$ cat src/rtl/trigger_run_controller.sv
// Run-control sequencer for one data_trigger channel: shadow/applied config, SET_CONFIG delivery,
// pipeline settle, gating and drain. Macro TRIGGER_RUN_CTRL_HOT_RECONFIG_EN enables in-run reconfig at frame gaps.
module trigger_run_controller #(
    parameter int MAX_PRE_ACQUISITION_LENGTH  = 2,
    parameter int MAX_POST_ACQUISITION_LENGTH = 2,
    parameter int DRAIN_TIMEOUT               = 1024,
    parameter int SAMPLE_WIDTH                = 16,
    parameter int ADC_RESOLUTION_WIDTH        = 12,
    localparam int PRE_W  = $clog2(MAX_PRE_ACQUISITION_LENGTH) + 1,
    localparam int POST_W = $clog2(MAX_POST_ACQUISITION_LENGTH) + 1,
    localparam int HB_W   = ADC_RESOLUTION_WIDTH + 1
) (
    input  logic                            ACLK,
    input  logic                            ARESETN,
    input  logic                            RUN_START,
    input  logic                            RUN_STOP,
    input  logic                            CFG_WE,
    input  logic        [1:0]               CFG_ACQUIRE_MODE,
    input  logic signed [SAMPLE_WIDTH-1:0]  CFG_RISING_EDGE_THRESHOLD,
    input  logic signed [SAMPLE_WIDTH-1:0]  CFG_FALLING_EDGE_THRESHOLD,
    input  logic signed [HB_W-1:0]          CFG_H_GAIN_BASELINE,
    input  logic signed [SAMPLE_WIDTH-1:0]  CFG_L_GAIN_BASELINE,
    input  logic signed [SAMPLE_WIDTH-1:0]  CFG_MODE_SWITCH_UPPER_THRESHOLD,
    input  logic signed [SAMPLE_WIDTH-1:0]  CFG_MODE_SWITCH_LOWER_THRESHOLD,
    input  logic        [PRE_W-1:0]         CFG_PRE_ACQUISITION_LENGTH,
    input  logic        [POST_W-1:0]        CFG_POST_ACQUISITION_LENGTH,
    input  logic                            FRAME_BUSY,
    output logic                            SET_CONFIG,
    output logic                            STOP,
    output logic        [1:0]               ACQUIRE_MODE,
    output logic signed [SAMPLE_WIDTH-1:0]  RISING_EDGE_THRESHOLD,
    output logic signed [SAMPLE_WIDTH-1:0]  FALLING_EDGE_THRESHOLD,
    output logic signed [HB_W-1:0]          H_GAIN_BASELINE,
    output logic signed [SAMPLE_WIDTH-1:0]  L_GAIN_BASELINE,
    output logic signed [SAMPLE_WIDTH-1:0]  MODE_SWITCH_UPPER_THRESHOLD,
    output logic signed [SAMPLE_WIDTH-1:0]  MODE_SWITCH_LOWER_THRESHOLD,
    output logic        [PRE_W-1:0]         PRE_ACQUISITION_LENGTH,
    output logic        [POST_W-1:0]        POST_ACQUISITION_LENGTH,
    output logic                            GATE_ENABLE,
    output logic                            CFG_PENDING,
    output logic                            CFG_ACK,
    output logic                            DRAIN_TIMEOUT_ERR,
    output logic        [2:0]               STATE
);

    localparam int CNT_W = $clog2(DRAIN_TIMEOUT + MAX_PRE_ACQUISITION_LENGTH + 4) + 1;

    localparam logic        [PRE_W-1:0]        RST_PRE      = PRE_W'(1);
    localparam logic        [POST_W-1:0]       RST_POST     = POST_W'(1);
    localparam logic signed [SAMPLE_WIDTH-1:0] RST_EDGE_THR = SAMPLE_WIDTH'(1024);
    localparam logic signed [HB_W-1:0]         RST_H_BASE   = HB_W'(-1024);
    localparam logic signed [SAMPLE_WIDTH-1:0] RST_L_BASE   = SAMPLE_WIDTH'(128);
    localparam logic signed [SAMPLE_WIDTH-1:0] RST_UPPER    = SAMPLE_WIDTH'(2047);
    localparam logic signed [SAMPLE_WIDTH-1:0] RST_LOWER    = SAMPLE_WIDTH'(-2048);

    typedef enum logic [2:0] {
        S_IDLE     = 3'd0,
        S_APPLY    = 3'd2,
        S_SETTLE   = 3'd3,
        S_RUN      = 3'd4,
        S_WAIT_GAP = 3'd5,
        S_DRAIN    = 3'd6
    } state_t;

    function automatic logic [PRE_W-1:0] sat_pre(input logic [PRE_W-1:0] len);
        return (int'(len) > MAX_PRE_ACQUISITION_LENGTH) ? PRE_W'(MAX_PRE_ACQUISITION_LENGTH) : len;
    endfunction

    function automatic logic [POST_W-1:0] sat_post(input logic [POST_W-1:0] len);
        return (int'(len) > MAX_POST_ACQUISITION_LENGTH) ? POST_W'(MAX_POST_ACQUISITION_LENGTH) : len;
    endfunction

    state_t                         r_state;
    state_t                         w_next;
    logic                           w_timeout;
    logic                           w_active;
    logic                           w_stop_d;
    logic                           w_gate_d;
    logic                           w_set_d;
    logic        [CNT_W-1:0]        r_cnt;
    logic                           r_stop;
    logic                           r_gate;
    logic                           r_set;
    logic                           r_pending;
    logic                           r_err;

    logic        [1:0]              r_sh_mode,  r_mode;
    logic signed [SAMPLE_WIDTH-1:0] r_sh_rise,  r_rise;
    logic signed [SAMPLE_WIDTH-1:0] r_sh_fall,  r_fall;
    logic signed [HB_W-1:0]         r_sh_hbase, r_hbase;
    logic signed [SAMPLE_WIDTH-1:0] r_sh_lbase, r_lbase;
    logic signed [SAMPLE_WIDTH-1:0] r_sh_upper, r_upper;
    logic signed [SAMPLE_WIDTH-1:0] r_sh_lower, r_lower;
    logic        [PRE_W-1:0]        r_sh_pre,   r_pre;
    logic        [POST_W-1:0]       r_sh_post,  r_post;

    always_ff @(posedge ACLK or negedge ARESETN) begin
        if (!ARESETN) r_state <= S_IDLE;
        else          r_state <= w_next;
    end

    always_comb begin
        w_next    = r_state;
        w_timeout = 1'b0;
        case (r_state)
            S_IDLE:     if (RUN_START && !RUN_STOP) w_next = S_APPLY;
            S_APPLY:    w_next = RUN_STOP ? S_IDLE : S_SETTLE;
            S_SETTLE: begin
                if (RUN_STOP)                 w_next = S_IDLE;
                else if (r_cnt == CNT_W'(1))  w_next = S_RUN;
            end
            S_RUN: begin
                if (RUN_STOP) w_next = S_DRAIN;
`ifdef TRIGGER_RUN_CTRL_HOT_RECONFIG_EN
                else if (r_pending) w_next = FRAME_BUSY ? S_WAIT_GAP : S_APPLY;
`endif
            end
            S_WAIT_GAP: begin
                if (RUN_STOP)         w_next = S_DRAIN;
                else if (!FRAME_BUSY) w_next = S_APPLY;
            end
            S_DRAIN: begin
                if (!FRAME_BUSY) begin
                    w_next = S_IDLE;
                end else if (r_cnt == CNT_W'(DRAIN_TIMEOUT - 1)) begin
                    w_next    = S_IDLE;
                    w_timeout = 1'b1;
                end
            end
            default:    w_next = S_IDLE;
        endcase
    end

    // Outputs are decoded from the next state and registered, so they line up with STATE.
    always_comb begin
        w_active = (w_next == S_RUN) || (w_next == S_WAIT_GAP) || (w_next == S_DRAIN);
        w_stop_d = !w_active;
        w_gate_d = w_active;
        w_set_d  = (w_next == S_APPLY);
    end

    always_ff @(posedge ACLK or negedge ARESETN) begin
        if (!ARESETN) begin
            r_stop    <= 1'b1;
            r_gate    <= 1'b0;
            r_set     <= 1'b0;
            r_pending <= 1'b0;
            r_err     <= 1'b0;
        end else begin
            r_stop <= w_stop_d;
            r_gate <= w_gate_d;
            r_set  <= w_set_d;
            if (CFG_WE)       r_pending <= 1'b1;
            else if (w_set_d) r_pending <= 1'b0;
            if (w_timeout)    r_err     <= 1'b1;
        end
    end

    // One counter serves both SETTLE (down from pre+3) and DRAIN (busy cycles up from 0).
    always_ff @(posedge ACLK or negedge ARESETN) begin
        if (!ARESETN) begin
            r_cnt <= '0;
        end else begin
            case (r_state)
                S_APPLY:  r_cnt <= CNT_W'(r_pre) + CNT_W'(3);
                S_SETTLE: r_cnt <= r_cnt - CNT_W'(1);
                S_DRAIN:  r_cnt <= r_cnt + CNT_W'(1);
                default:  r_cnt <= '0;
            endcase
        end
    end

    always_ff @(posedge ACLK or negedge ARESETN) begin
        if (!ARESETN) begin
            r_sh_mode  <= '0;
            r_sh_rise  <= RST_EDGE_THR;
            r_sh_fall  <= RST_EDGE_THR;
            r_sh_hbase <= RST_H_BASE;
            r_sh_lbase <= RST_L_BASE;
            r_sh_upper <= RST_UPPER;
            r_sh_lower <= RST_LOWER;
            r_sh_pre   <= RST_PRE;
            r_sh_post  <= RST_POST;
        end else if (CFG_WE) begin
            r_sh_mode  <= CFG_ACQUIRE_MODE;
            r_sh_rise  <= CFG_RISING_EDGE_THRESHOLD;
            r_sh_fall  <= CFG_FALLING_EDGE_THRESHOLD;
            r_sh_hbase <= CFG_H_GAIN_BASELINE;
            r_sh_lbase <= CFG_L_GAIN_BASELINE;
            r_sh_upper <= CFG_MODE_SWITCH_UPPER_THRESHOLD;
            r_sh_lower <= CFG_MODE_SWITCH_LOWER_THRESHOLD;
            r_sh_pre   <= CFG_PRE_ACQUISITION_LENGTH;
            r_sh_post  <= CFG_POST_ACQUISITION_LENGTH;
        end
    end

    // Applied set loads on the edge into APPLY; a same-edge write lands only in the shadow.
    always_ff @(posedge ACLK or negedge ARESETN) begin
        if (!ARESETN) begin
            r_mode  <= '0;
            r_rise  <= RST_EDGE_THR;
            r_fall  <= RST_EDGE_THR;
            r_hbase <= RST_H_BASE;
            r_lbase <= RST_L_BASE;
            r_upper <= RST_UPPER;
            r_lower <= RST_LOWER;
            r_pre   <= RST_PRE;
            r_post  <= RST_POST;
        end else if (w_set_d) begin
            r_mode  <= r_sh_mode;
            r_rise  <= r_sh_rise;
            r_fall  <= r_sh_fall;
            r_hbase <= r_sh_hbase;
            r_lbase <= r_sh_lbase;
            r_upper <= r_sh_upper;
            r_lower <= r_sh_lower;
            r_pre   <= sat_pre(r_sh_pre);
            r_post  <= sat_post(r_sh_post);
        end
    end

    assign STATE                       = r_state;
    assign STOP                        = r_stop;
    assign GATE_ENABLE                 = r_gate;
    assign SET_CONFIG                  = r_set;
    assign CFG_ACK                     = r_set;
    assign CFG_PENDING                 = r_pending;
    assign DRAIN_TIMEOUT_ERR           = r_err;
    assign ACQUIRE_MODE                = r_mode;
    assign RISING_EDGE_THRESHOLD       = r_rise;
    assign FALLING_EDGE_THRESHOLD      = r_fall;
    assign H_GAIN_BASELINE             = r_hbase;
    assign L_GAIN_BASELINE             = r_lbase;
    assign MODE_SWITCH_UPPER_THRESHOLD = r_upper;
    assign MODE_SWITCH_LOWER_THRESHOLD = r_lower;
    assign PRE_ACQUISITION_LENGTH      = r_pre;
    assign POST_ACQUISITION_LENGTH     = r_post;

endmodule

$ cat config.mk
export PLATFORM = sky130hd
export DESIGN_NAME = trigger_run_controller
export DESIGN_NICKNAME = d
export VERILOG_FILES = /design/src/rtl/trigger_run_controller.sv
export SDC_FILE = /design/constraint.sdc
export NUM_CORES = 1
export LEC_CHECK = 0
export ABC_AREA = 0
export BUFFER_PORTS_ARGS = -buffer_cell sky130_fd_sc_hd__buf_4
export CORE_MARGIN = 4
export CORE_UTILIZATION = 51
export CTS_CLUSTER_SIZE = 20
export DETAILED_ROUTE_END_ITERATION = 6
export PLACE_DENSITY = 0.84
export RECOVER_POWER = 25
export SLEW_MARGIN = 20
export SYNTH_ARGS = -nofsm -noshare
export SYNTH_HDL_FRONTEND = slang
export SYNTH_SLANG_ARGS = --single-unit
$ cat constraint.sdc
create_clock -name ACLK -period 3.2 [get_ports ACLK]
set_clock_uncertainty 0.1 [all_clocks]
set_input_delay 0.48 -clock ACLK [delete_from_list [all_inputs] [get_ports ACLK]]
set_output_delay 0.48 -clock ACLK [all_outputs]
set_load 0.01 [all_outputs]
== After elaboration in Yosys (flattened, before gate mapping) ==
Cells that the tools add are included.
Widths: inputs -> output; s select.

* Bits in registers: 218
* Input port bits: 105
* Output and inout port bits: 108
* Logic and storage cells: 66

* $add $sub $neg: 3
* $lt $le $gt $ge: 2
* Equality and inequality tests: 11
* Mux-type cells: 18
* Reduce and logical (&&, ||, !) cells: 7

{| class="wikitable"
|+ Operators by type and width
! operator !! number
|-
| $pmux 12 s3 || 1
|-
| $mux 3 || 8
|-
| $eq 3x3->1 const B || 6
|-
| $pmux 3 s6 || 1
|-
| $add 12x1->12 const B || 1
|-
| $eq 12x1->1 const B || 1
|-
| $eq 12x10->1 const B || 1
|-
| $sub 12x1->12 const B || 1
|-
| $eq 3x2->1 const B || 3
|-
| $mux 2 || 3
|-
| $mux 1 || 5
|-
| $gt 2x2->1 const B || 2
|-
| $add 2x2->3 const B || 1
|-
| $logic_not 3->1 || 1
|-
| $logic_not 1->1 || 2
|-
| $logic_or 1x1->1 || 2
|-
| $reduce_bool 2->1 || 1
|-
| $logic_and 1x1->1 || 1
|}

== Logic depth before layout (Yosys ltp) ==
Gate-level depths: netlist of the first run.

* Word-level depth: 8
* Gate-level depth with buffers: 11
* Depth with buffers taken out: 7

== Least setup slack after synthesis of the first run ==
OpenSTA, ideal clock, no wires.

* Path type: register to register
* Start point: register r_cnt[1]
* End point: register r_fall[10], in the netlist FALLING_EDGE_THRESHOLD[10]
* Library setup time: 0.072 ns
* Arrival: 1.995 ns
* Required time: 3.028 ns
* Setup slack: 1.033 ns
* Cell stages (with the launch flop): 12
* Buffers on the path: 4
* Period minus slack after synthesis: 2.167 ns
* Cell sequence: dfrtp_1 > clkbuf_1 > inv_1 > ha_1 > nor3b_1 > and4_1 > buf_4 > a211oi_2 > inv_2 > buf_4 > buf_6 > o21ai_1

* Word-level cells in the longest chain between the ends: 5
* Elaborated cells on any way between the ends: 8
* Those cells by class: 3 x eq/ne; 5 x mux

{| class="wikitable"
|+ RTL lines
! item !! RTL line !! text
|-
| start, declared || 80 || <nowiki>logic [CNT_W-1:0] r_cnt;</nowiki>
|-
| start signal, assigned || 165 || <nowiki>S_APPLY: r_cnt <= CNT_W'(r_pre) + CNT_W'(3);</nowiki>
|-
| start signal, assigned || 166 || <nowiki>S_SETTLE: r_cnt <= r_cnt - CNT_W'(1);</nowiki>
|-
| start signal, assigned || 167 || <nowiki>S_DRAIN: r_cnt <= r_cnt + CNT_W'(1);</nowiki>
|-
| $eq 12x10->1 / $eq 12x1->1 (equally long branches) || 125, 110 ||
|-
| $mux 3 (on tied branches) || 125, 110 ||
|-
| $mux 3 (on tied branches) || 123, 109 ||
|-
| $pmux 3 s6 * || 105 || <nowiki>case (r_state)</nowiki>
|-
| $eq 3x2->1 * || 139 || <nowiki>w_set_d = (w_next == S_APPLY);</nowiki>
|-
| end signal, assigned || 212 || <nowiki>r_fall <= r_sh_fall;</nowiki>
|-
| end, declared || 89 || <nowiki>logic signed [SAMPLE_WIDTH-1:0] r_sh_fall, r_fall;</nowiki>
|}

Every way passes the cells marked *; elsewhere a longest branch is shown, timed or not.
A chain may end at the register's enable or synchronous reset.

== Final worst setup path of the first run ==
* Start point: input port CFG_WE
* End point: register r_sh_mode[0]

{| class="wikitable"
|+ RTL lines
! item !! RTL line !! text
|-
| start, declared || 17 || <nowiki>input logic CFG_WE,</nowiki>
|-
| end signal, assigned || 175 || <nowiki>r_sh_mode <= '0;</nowiki>
|-
| end signal, assigned || 185 || <nowiki>r_sh_mode <= CFG_ACQUIRE_MODE;</nowiki>
|-
| end, declared || 87 || <nowiki>logic [1:0] r_sh_mode, r_mode;</nowiki>
|}

No word-level cell between the ends.

==> impl_results.md, run 1 <==
- Yosys top cell area share: 0.420
- Area contributors post-synth: dfrtp_1, dfstp_2, mux2_2
- Post-Layout Cell Count: approximately 1300
- FF/Latch Area: around 5500 um^2
- # port buffers: about 210
- Net count after synthesis: just over 900
- Slew of the pin with the lowest slew margin: approximately 2600 ps
- Final TNS setup: 0 ps
- Slowest stage delay, CP: 1810 ps
- R2R Setup Slk: ~580 ps
- Final setup fails: 0
- R2R depth: 6
- First-pass GRT wire length: 39600 um
- Hpwl dp: around 15000 um
- Post-DRT Antenna Nets: 0
- Top_reg_cell synth: dfrtp_1
- P_leak: between 5 and 6 nW
- Worst setup EP type: flop
- WP data arrival: between 3000 and 4000 ps
- Largest net degree at the start of global routing: 100
- Io pins: about 210
- Setup Fix Bufs, Post-CTS: 0
- Die area: between 20000 and 25000 um^2
- Die W: between 100 and 150 um
- Routability cong.: ~0.8
- Synthesized instance count: 826
- Initial Utilization: 0.517
- Multi-input gate area: between 4000 and 5000 um^2
- Commonest cells post-synth: dfrtp_1, nand2_1, mux2_2
- Most numerous cell in the Yosys netlist: dfrtp_1
- Cell family with most CP delay: buffers and inverters
- Post-synth EDFFs: 0
- Worst R2R Start: STATE[1]$_DFF_PN0_
- Critical path cell sequence: clkbuf_1 -> buf_12 -> mux2_2
- Total global routing overflow: 0
- H-Tree Level Count: 1
- Mean Syn Cell Area: around 12 um^2
- Tot GR Track Use: 0.218
- Hold_sp: RUN_STOP
- Die height: about 150 um
- Crit Reg-Reg Endpoint: FALLING_EDGE_THRESHOLD[6]$_DFFE_PN0P_
- Status: complete, but fails checks
- Final Max Slew Viols: between 100 and 150
- Synth async-reset ratio: 1.00
- Core area: about 19000 um^2
- Root Buffer Master: clkbuf_16
- Rel. slew slack: -0.735
- Sequential-to-total area share from yosys stat: 0.548
- Max_cap viols: 2
- Slowest library cell on the worst path: clkbuf_1
- Vias in the first global route: 7500
- Resize count post-CTS: 0
- Layout area overhead: 24.9%
- Area leader, netlist: dfrtp_1
- Worst Hold Class: input port to flop
- Number of synthesized register bits: approximately 220
- Hold Vio Cnt, Final: 0
- Layout Utilization: 0.646
- Via count: between 7000 and 8000
- TritonCTS Sinks: around 220
- Worst setup startpoint: CFG_WE
- Mapped Area: a little over 10000 um^2
- Drt wl/cell: around 19 um
- Required time worst endpoint: around 3500 ps
- FMAX: ~350 MHz
- # nets final: around 1100
- Clock tree from TritonCTS: built
- Cells on Worst Hold Path: 2
- Crit path max fanout: 58
- N_diodes: 0
- Placed Instances: about 1200
- Min cycle time layout: about 2800 ps
- Count of yosys warnings during synthesis: 0
- Initial DRC Count: 426
- FP Rows: 51
- Final Cycle Share: 0.885
- RSZ-0062 raised after global routing: no
- Via-to-Cell Ratio: roughly 5.6
- CP Launch Type: input port
- Filler cells: approximately 1500
- Buffer depth of the longest clock path: 3
- Setup CP Type: input port to flop
- Max VDD drop: around 0.55 mV
- CTS Hold Bufs: 1
- CTS Buf Count: 24
- DRC violations left: 0
- WP buf/inv: 2
- Hold Path End: STATE[0]$_DFF_PN0_
- Layout cell share with drive strength beyond 1: 0.503
- Post-synth cell types: between 50 and 60
- Worst-skew pair later-pin latency: approximately 510 ps
- Failing checks: max-capacitance violations, max-slew violations
- Reg clk slew, reported paths: ~60 ps
- Initial antenna violation count: 0
- WL final: 24400 um
- Power Density: 710 nW/um^2
- TritonRoute pass-1 iters: 6
==> worst max-delay path by stage <==
stage,depth (start not counted),end
after floorplan,11,FALLING_EDGE_THRESHOLD[10]$_DFFE_PN1P_
after detailed placement,6,L_GAIN_BASELINE[15]$_DFFE_PN0P_
after global placement,7,L_GAIN_BASELINE[15]$_DFFE_PN0P_
after global routing,3,MODE_SWITCH_UPPER_THRESHOLD[4]$_DFFE_PN1P_
final,3,r_sh_mode[0]$_DFFE_PN0P_
after CTS,7,FALLING_EDGE_THRESHOLD[6]$_DFFE_PN0P_
==> worst reg2reg max path, cell delays in order, from the launching register on <==
cell and delay [ps]:
dfrtp_1 640, and3b_1 500, and2_1 260, a211oi_2 120, clkinv_2 60, buf_4 530, o21ai_1 280
==> placed cells by master (no fill, tap or decap), types with 6 or more instances in the layout <==
master,instances
dfrtp_1,169
a31oi_1,6
clkbuf_16,24
buf_4,218
nor2_1,14
o31ai_1,12
buf_12,10
o31ai_2,88
a21oi_1,7
o21ai_1,90
dfstp_2,49
clkbuf_8,6
inv_1,9
nand2_1,108
clkbuf_1,7
o21ai_0,16
mux2_2,99
==> sequential cells by signal, summed over array words and instances (netlist names), 2 cells and up <==
signal and cells:
r_sh_fall 16, STATE 3, MODE_SWITCH_LOWER_THRESHOLD 16, r_sh_mode 2
PRE_ACQUISITION_LENGTH 2, ACQUIRE_MODE 2, r_sh_lbase 16, r_sh_rise 16
r_cnt 12, FALLING_EDGE_THRESHOLD 16, r_sh_lower 16, r_sh_post 2
H_GAIN_BASELINE 13, MODE_SWITCH_UPPER_THRESHOLD 16, r_sh_pre 2, r_sh_hbase 13
r_sh_upper 16, POST_ACQUISITION_LENGTH 2, RISING_EDGE_THRESHOLD 16, L_GAIN_BASELINE 16
==> area by class of cell <==
cell class / count / share of cell area
Multi-Input combinational cell: 517 / 0.319
Clock inverter: 8 / 0.00826
Tap cell: 265 / 0.0264
Timing Repair Buffer: 231 / 0.148
Inverter: 10 / 0.00309
Sequential cell: 218 / 0.439
Clock buffer: 36 / 0.0562
==> where the power goes <==
group,total [mW],switching (mW),leakage (nW),internal (mW)
sequential,3.91,0.485,2.58,3.43
combinational,2.25,1.05,2.38,1.20
clock,2.77,1.08,0.397,1.69
total,8.93,2.61,5.36,6.32
==> logic make-up (layout without fill, tap and decap cells) <==
kind of cell | after synthesis | in the layout | share of synthesized area
AOI/OAI and AO/OA | 245 | 245 | 0.201
DFF | 218 | 218 | 0.548
adders and majority gates | 4 | 4 | 0.00498
xor gates and xnor gates | 5 | 5 | 0.00435
and+or+nand+nor | 164 | 164 | 0.0762
buffers and inverters | 91 | 285 | 0.0544
muxes | 99 | 99 | 0.111
==> per-layer routing <==
metal  GRT usage  wire length, um  up-vias  share of wire
met2       0.359            12100      228           0.50
met1       0.287             9920     3642           0.41
met3      0.0637             1860       39          0.076
li1            -                -     3324              -
met5           0                0        -              0
met4      0.0490              502        0          0.021
==> metrics by stage <==
stage	total power, mW	worst slack (ps)	area, um^2	hold WS, ps
floorplan	5.06	1030	10100	84.4
global placement	6.12	705	11800	347
finish	8.93	369	12600	81.3
global route	9.40	210	12600	67.0
CTS	9.02	616	12600	60.1
detailed placement	6.21	611	11800	355
(Power assumes the default switching activity.)
==> inputs of run 2 (changes only) <==
--- a/config.mk
+++ b/config.mk
@@ -7,12 +7,13 @@
 export LEC_CHECK = 0
 export ABC_AREA = 0
 export BUFFER_PORTS_ARGS = -buffer_cell sky130_fd_sc_hd__buf_4
+export CORE_ASPECT_RATIO = 1.25
 export CORE_MARGIN = 4
 export CORE_UTILIZATION = 51
 export CTS_CLUSTER_SIZE = 20
 export DETAILED_ROUTE_END_ITERATION = 6
 export PLACE_DENSITY = 0.84
-export RECOVER_POWER = 25
+export RECOVER_POWER = 50
 export SLEW_MARGIN = 20
 export SYNTH_ARGS = -nofsm -noshare
 export SYNTH_HDL_FRONTEND = slang
==> run 2 against run 1 <==
The flow still finishes with violations (max-capacitance violations, max-slew violations). Combinational power decreased by 5%. Via count decreased by 0.72%. Non-clock buffer count decreased by 5. Cell count decreased by 0.54%. Clock power decreased by 5%. Critical endpoint is now r_sh_rise[11]$_DFFE_PN0P_.
==> impl_results.md, run 2 (synthesis gave the netlist of run 1 again) <==
- Slew of the pin with the lowest slew margin: 1520 ps (-1080 ps)
- Placed Instances: 1235 (-0.40%)
- CP Launch Type: input port
- Final Cycle Share: 0.891 (+0.00657)
- # port buffers: 212 (unchanged)
- TritonCTS Sinks: 218 (unchanged)
- Vias in the first global route: 7423 (-1.0%)
- Reg clk slew, reported paths: 60 ps (about the same)
- FMAX: 351 MHz (-0.74%)
- WL final: 24300 um (-0.36%)
- Min cycle time layout: 2850 ps (+21.0 ps)
- Initial DRC Count: 533 (+25%)
- Setup CP Type: input port to flop
- Die W: 134 um (-10%)
- Die height: 165 um (+11%)
- Die area: 22000 um^2 (about the same)
- Total global routing overflow: 0 (unchanged)
- Drt wl/cell: 19.0 um (+0.18%)
- FP Rows: 57 (+12%)
- Via count: 7181 (-0.72%)
- # nets final: 1105 (-0.54%)
- Routability cong.: 0.803 (+0.56%)
- Post-Layout Cell Count: 1278 (-0.54%)
- Buffer depth of the longest clock path: 3 (unchanged)
- Status: complete, but fails checks
- Initial antenna violation count: 1 (+1)
- Final setup fails: 0 (unchanged)
- Required time worst endpoint: 3480 ps (about the same)
- Initial Utilization: 0.519 (+0.00170)
- N_diodes: 0 (unchanged)
- Clock tree from TritonCTS: built
- CTS Hold Bufs: 1 (unchanged)
- Commonest cells after routing, fill and taps aside: buf_4, dfrtp_1, nand2_1, mux2_2, o21ai_1
- Failing checks: max-capacitance violations, max-slew violations
- Max VDD drop: 0.381 mV (-31%)
- Worst setup startpoint: CFG_WE
- Io pins: 213 (unchanged)
- Max_cap viols: 1 (-1)
- Crit path max fanout: 55 (-5.2%)
- Post-DRT Antenna Nets: 0 (unchanged)
- Total power draw: 8.68 mW (-2.8%)
- Layout area overhead: 22.1%
- WP data arrival: 3130 ps (about the same)
- RSZ-0062 raised after global routing: no
- Hold_sp: RUN_STOP
- TritonRoute pass-1 iters: 5 (-1)
- Hold Vio Cnt, Final: 0 (unchanged)
- Worst R2R Start: STATE[2]$_DFF_PN0_
- Setup Fix Bufs, Post-CTS: 0 (unchanged)
- Power Density: 707 nW/um^2 (-0.52%)
- Via-to-Cell Ratio: 5.62 (-0.18%)
- Layout cell share with drive strength beyond 1: 0.470 (-0.0330)
- H-Tree Level Count: 1 (unchanged)
- DRC violations left: 0 (unchanged)
- Placed Area: 11700 um^2 (-0.74%)
- Fin area: 12300 um^2 (-2.3%)
- P_leak: 5.16 nW (-3.7%)
- Tot GR Track Use: 0.216 (-0.00181)
- Rel. slew slack: -0.0164 (+0.719)
- Worst Hold Class: input port to flop
- Root Buffer Master: clkbuf_16
- Worst-skew pair later-pin latency: 500 ps (about the same)
- Most common cell after layout, fill and taps aside: buf_4
- Hpwl dp: 15100 um (-2.2%)
- Resize count post-CTS: 0 (unchanged)
- CTS Buf Count: 23 (-4.2%)
- Final Max Slew Viols: 30 (-76%)
- First-pass GRT wire length: 39100 um (-1.1%)
- Worst setup EP type: flop
- Largest net degree at the start of global routing: 100 (unchanged)
- Final TNS setup: 0 ps (unchanged)
- Core area: 19400 um^2 (-0.33%)
## run 2: worst max-delay path, cell delays in order
cell	delay, ps
clkbuf_2	900
clkbuf_2	1220
mux2_2	440
## run 2: per-layer routing
metal / track usage / part of all wire
met1: 0.272 / 0.40
met5: 0 / 0.00029
met3: 0.0509 / 0.064
met4: 0.0678 / 0.024
met2: 0.370 / 0.51
## run 2: worst paths after layout
path / cells after the start / endpoint / slack, ps
setup / recovery: 3 / r_sh_rise[11]$_DFFE_PN0P_ / 350
hold / removal: 2 / STATE[0]$_DFF_PN0_ / 90
setup reg to reg: 5 / L_GAIN_BASELINE[9]$_DFFE_PN0P_ / 610
hold reg to reg: 2 / MODE_SWITCH_UPPER_THRESHOLD[4]$_DFFE_PN1P_ / 350
max in group asynchronous: 3 / RISING_EDGE_THRESHOLD[12]$_DFFE_PN0P_ / 740
min in group asynchronous: 2 / MODE_SWITCH_LOWER_THRESHOLD[5]$_DFFE_PN0P_ / 450
## run 2: cell type report
class | instances | area (um^2)
inverter | 10 | 38.8
fill | 1565 | 7120
sequential | 218 | 5520
tap | 265 | 332
multi-input combinational | 517 | 4010
clock buffer | 34 | 677
clock inverter | 8 | 73.8
timing repair buffer | 226 | 1630
## run 2: report_power, final
part / total [mW] / internal [mW] / switching, mW
Clock: 2.63 / 1.55 / 1.08
Sequential: 3.91 / 3.43 / 0.480
Combinational: 2.14 / 1.10 / 1.04
## run 2: stage by stage
| step | setup slack [ps] | hold WS, ps | utilization |
|---|---|---|---|
| after floorplan | 1030 | 84.4 | - |
| after global placement | 656 | 347 | 0.602 |
| after detailed placement | 601 | 355 | 0.602 |
| after CTS | 628 | 74.5 | 0.641 |
| after global routing | 226 | 80.0 | 0.633 |
| final | 348 | 93.0 | 0.633 |
